[src/rtl/kabeta_pkg.sv]
// Shared constants for the Kabeta Beta core front end: trap/reset vectors,
// supervisor bit position and the fetch-stage state encoding.
package kabeta_pkg;

    localparam logic [31:0] RESET_VEC_DEF = 32'h8000_0000;
    localparam logic [31:0] ILLOP_VEC_DEF = 32'h8000_0004;
    localparam logic [31:0] XADR_VEC_DEF  = 32'h8000_0008;

    // PC bit 31 marks supervisor mode
    localparam int unsigned SUPER_BIT = 31;

    // Fetch-stage states: nothing in flight yet / steady running
    localparam logic [0:0] S_RESET = 1'b0;
    localparam logic [0:0] S_RUN   = 1'b1;

endpackage

[src/rtl/instruction_fetch_pc_next_select.sv]
// Next-fetch-address selection for the instruction fetch stage: priority mux
// over reset, illegal-op trap, redirect, interrupt entry, stall hold and the
// sequential increment, with the Beta supervisor-bit rules applied.
module pc_next_select
    import kabeta_pkg::*;
#(
    parameter logic [31:0] RESET_VEC = RESET_VEC_DEF,
    parameter logic [31:0] ILLOP_VEC = ILLOP_VEC_DEF,
    parameter logic [31:0] XADR_VEC  = XADR_VEC_DEF
) (
    input  logic        in_reset,
    input  logic        illop,
    input  logic        redirect,
    input  logic [31:0] redirect_target,
    input  logic        irq_take,
    input  logic        stall,
    input  logic [31:0] pc_f,
    output logic [31:0] npc,
    output logic        hold
);

    // Byte-offset bits are always zero in a word-aligned fetch address
    logic unused_bits;
    assign unused_bits = ^{redirect_target[1:0], pc_f[1:0]};

    // Only a stall that is not overridden by a flush holds the fetch
    assign hold = stall & ~illop & ~redirect;

    // Priority selection of the next fetch address
    always_comb begin
        npc = pc_f;
        if (in_reset) begin
            npc = RESET_VEC;
        end else if (illop) begin
            npc = ILLOP_VEC;
        end else if (redirect) begin
            // A JMP can drop supervisor mode but never gain it
            npc = {redirect_target[SUPER_BIT] & pc_f[SUPER_BIT],
                   redirect_target[30:2], 2'b00};
        end else if (irq_take) begin
            npc = XADR_VEC;
        end else if (stall) begin
            npc = pc_f;
        end else begin
            // Increment wraps inside bits 30:2; mode bit is untouched
            npc = {pc_f[SUPER_BIT], pc_f[30:2] + 29'd1, 2'b00};
        end
    end

endmodule

[src/rtl/instruction_fetch.sv]
// Instruction fetch stage of the Kabeta Beta core. Holds the fetch PC, drives
// the instruction-memory read port and pairs returned data with its PC.
module instruction_fetch
    import kabeta_pkg::*;
#(
    parameter logic [31:0] RESET_VEC = RESET_VEC_DEF,
    parameter logic [31:0] ILLOP_VEC = ILLOP_VEC_DEF,
    parameter logic [31:0] XADR_VEC  = XADR_VEC_DEF
) (
    input  logic        Clock,
    input  logic        Reset,
    input  logic        Stall,
    input  logic        Redirect,
    input  logic [31:0] Redirect_Target,
    input  logic        Illop,
    input  logic        Irq,
    output logic [28:0] Addr_I,
    output logic        En_I,
    input  logic [31:0] Data_I,
    output logic [31:0] IF_PC,
    output logic [31:0] IF_Instr,
    output logic        IF_Valid,
    output logic        IF_Irq
);

    logic [0:0]  state;
    logic [31:0] pc_f;
    logic        valid_f;
    logic [31:0] npc;
    logic        hold;
    logic        flush;
    logic        irq_take;

    assign flush    = Illop | Redirect;
    assign irq_take = Irq & valid_f & ~pc_f[SUPER_BIT] & ~Stall & ~flush;

    pc_next_select #(
        .RESET_VEC (RESET_VEC),
        .ILLOP_VEC (ILLOP_VEC),
        .XADR_VEC  (XADR_VEC)
    ) u_pc_next_select (
        .in_reset        (state == S_RESET),
        .illop           (Illop),
        .redirect        (Redirect),
        .redirect_target (Redirect_Target),
        .irq_take        (irq_take),
        .stall           (Stall),
        .pc_f            (pc_f),
        .npc             (npc),
        .hold            (hold)
    );

    // Gating with Reset keeps the memory port idle while reset is held
    assign En_I   = Reset & ~hold;
    assign Addr_I = npc[30:2];

    // Fetch PC, valid flag and state advance on every enabled fetch
    always_ff @(posedge Clock or negedge Reset) begin
        if (!Reset) begin
            state   <= S_RESET;
            pc_f    <= RESET_VEC;
            valid_f <= 1'b0;
        end else if (!hold) begin
            state   <= S_RUN;
            pc_f    <= npc;
            valid_f <= 1'b1;
        end
    end

    assign IF_PC    = pc_f;
    assign IF_Instr = Data_I;
    assign IF_Valid = valid_f & ~flush;
    assign IF_Irq   = irq_take;

endmodule

[config.mk]
export PLATFORM = sky130hd
export DESIGN_NAME = instruction_fetch
export DESIGN_NICKNAME = d
export VERILOG_FILES = /design/src/rtl/kabeta_pkg.sv /design/src/rtl/instruction_fetch_pc_next_select.sv /design/src/rtl/instruction_fetch.sv
export SDC_FILE = /design/constraint.sdc
export NUM_CORES = 1
export LEC_CHECK = 0
export CAP_MARGIN = 5
export CORE_MARGIN = 2
export CORE_UTILIZATION = 42
export DETAILED_ROUTE_END_ITERATION = 10
export PLACE_DENSITY = 0.87
export SLEW_MARGIN = 15
export SYNTH_ARGS = -nofsm -noshare
export SYNTH_HDL_FRONTEND = slang
export SYNTH_SLANG_ARGS = --single-unit
[constraint.sdc]
create_clock -name Clock -period 3.4 [get_ports Clock]
set_clock_uncertainty 0.1 [all_clocks]
set_input_delay 0.51 -clock Clock [delete_from_list [all_inputs] [get_ports Clock]]
set_output_delay 0.51 -clock Clock [all_outputs]
set_load 0.03 [all_outputs]
==> metrics.cfg <==
[logic_synthesis]
synth_top_flop_cell = dfrtp_1
synthesis.area_sq_mm = 0.00294
synth-async-reset-ratio_pct = 100
syn_avg_cell_area_sq_um = 7.78
yosys.area.top_type = dfrtp_1
seq_area_frac_synth_pct = 26.4
synthCells = 378
synth_edf_count = 0
yosysWarnings = 0
netlist_top_cells_area = dfrtp_1, buf_4, nand2_1
ys_seq_elements = 31
synth_top_area_share_pct = 25.5
yosysUniqueCellTypes = 55

[route]
vias = 2813
drc = 0
dr.first_iter.drc_count = 174
postRouteAntennaNets = 0
wire_per_inst_um = 16.3
via_per_inst = 5.48
wirelength_um = 8360
first_pass_iters = 4

[cts]
clock_path_buffers = 2
numCtsBuffers = 5
clkTransAtPathRegs_ns = 0.07
ctsHtreeMaxLevel = 2
clk_latency_ns = 0.29
post_cts_buffers = 0
root_buffer = clkbuf_8
cts_tree = yes
cts.sinks = 31

[power_and_ir_drop]
seq_power_share_pct = 36.1
sw_frac_of_total_pct = 35.1
p_sw_uw = 440
p_per_area_mw_per_mm2 = 341
power_frac_clock_pct = 31.3
p_int_uw = 813
p_leak_uw = 0.00152
ir_drop_v = 0.000153
pwr-share-comb_pct = 32.6

[setup_path]
worst_r2r_endpoint = IF_PC[22]
cp_slowest_stage_delay_ns = 0.63
crit_fanout = 10
crit_chain = clkdlybuf4s50_1 > buf_4 > nor3_2 > o21ai_0 > nand2_1 > buf_4
worstPathRequired_ns = 2.79
path_common_cell = buf_4
reg2reg_depth = 7
endpoint_kind = output port
r2r_start = IF_PC[2]
slowest_stage = nor3_2
r2r_slack_ns = 1.22
path_class = in2out
arrival_ns = 2.54
startpoint_type = input pin

[place]
io_buffers = 97
gp_congestion = 0.890
dp_hpwl_um = 6240
postPlaceCellArea_sq_mm = 0.00354

[hold_path]
hold_depth = 2
min_delay_worst_endpoint = IF_PC[31]
min-delay-path-class = reg2reg
min-delay-start = IF_PC[31]

[sta]
fmax_ghz = 0.317
hold_violations = 0
slew_headroom_pct = 50.7
maxSlewViolCount = 0
fin_crit_ns = 3.15
rsz0062_at_grt = false
tns_ns = 0
worst-slew-pin-transition_ns = 0.735
finalSetupViolCount = 0
min_period_over_period_pct = 92.7

[global_route]
grt-ovfl-total = 0
grt_usage_pct = 22.4
grt_pass1_vias = 2830
antenna_found_initial = 0
grt_pass1_wl_um = 13600
grt_max_degree = 34

[finish]
nNetsFinal = 487
drive_above_1_share_pct = 16.3
antenna_cells = 0
postLayoutCellArea_sq_mm = 0.00367
synthToLayoutAreaGrowth_pct = 24.8
final_cell_mix = clkdlybuf4s50_1, nand2_1, buf_4, o21ai_0, dfrtp_1
layout_commonest_cell = clkdlybuf4s50_1

[floorplan]
initial_core_util_pct = 43.3
dieWidth_um = 87.7
core-area_sq_mm = 0.00679
die-area_sq_mm = 0.00769
fp.dieH_um = 87.7
ios = 166
fp-row-count = 30

[run]
cap_violations = 0

[status]
status = complete, no violations

-- critical path, delay by kind of cell --
kind	cells	cell delay [ns]
AOI/OAI and AO/OA	1	0.27
buffers and inverters	3	0.99
and+or+nand+nor	2	0.76
-- worst max path at each step --
stage,from,end,slack [ns],cells after the start
2_1_floorplan,Redirect,Addr_I[10],0.49,6
3_3_place_gp,Stall,Addr_I[0],0.14,6
3_5_place_dp,Stall,Addr_I[0],0.13,6
4_1_cts,Stall,Addr_I[0],0.12,6
5_1_grt,Redirect,Addr_I[21],0.06,6
6_report,Redirect,Addr_I[25],0.25,6
-- synthesized netlist by cell type (8+ instances only) --
cell,number
o21ai_0,34
xnor2_1,13
xor2_1,10
buf_4,63
inv_1,8
a21o_1,8
nand2_1,53
clkbuf_1,12
dfrtp_1,30
a21oi_1,12
nor2_1,12
nand3_1,17
-- cell type report --
cell class	count	area, sq um
repair buffers	111	1030
clock inverters	2	35.0
well taps	96	120
clock buffers	6	82.6
fillers	668	3120
flip-flops and latches	31	777
inverters	8	30.0
multi-input cells	259	1600
-- layer usage --
metal	vias up	global-route usage [%]	routed length (um)
li1	1358	-	-
met1	1304	28.5	3570
met2	124	36.8	4000
met3	27	5.47	634
met4	0	8.53	157
met5	-	0	0
-- cell families (layout without fill, tap and decap cells) --
| family | after synthesis | after routing | share of synthesized area (%) |
|---|---|---|---|
| flops | 31 | 31 | 26.4 |
| xor+xnor | 23 | 23 | 6.85 |
| other cells | 1 | 2 | 0.127 |
| compound gates | 93 | 93 | 20.0 |
| mux | 2 | 2 | 0.766 |
| fa+ha+maj | 1 | 1 | 0.425 |
| simple gates | 138 | 138 | 25.7 |
| buf+inv | 89 | 127 | 19.7 |
-- stage by stage --
| step | utilization, % | setup WS [ns] | std cells | total power (uW) | hold WS (ns) |
|---|---|---|---|---|---|
| floorplan | - | 0.491 | 379 | 778 | 0.114 |
| global placement | 52.2 | 0.145 | 505 | 858 | 0.415 |
| detailed placement | 52.2 | 0.131 | 505 | 866 | 0.431 |
| CTS | 53.9 | 0.122 | 513 | 1260 | 0.443 |
| global route | 54.0 | 0.0563 | 513 | 1310 | 0.471 |
| finish | 54.0 | 0.249 | 513 | 1250 | 0.447 |
-- power groups by stage --
stage                     combinational, uW  sequential, uW  clock [uW]
after floorplan                         285             493           0
after global placement                  404             455           0
after detailed placement                409             457           0
after CTS                               411             450         397
after global routing                    439             458         415
final                                   409             452         392
-- repair_timing --
item / 4_1_cts / 5_1_grt
setup endpoints to repair: 0 / 3
gates resized for setup: 0 / 3
hold buffers: 0 / 0
-- state kept, by name, indices dropped and copies added (netlist names) --
signal,count
IF_PC,30
valid_f,1
Note: power is estimated with default switching activity, not from simulation.
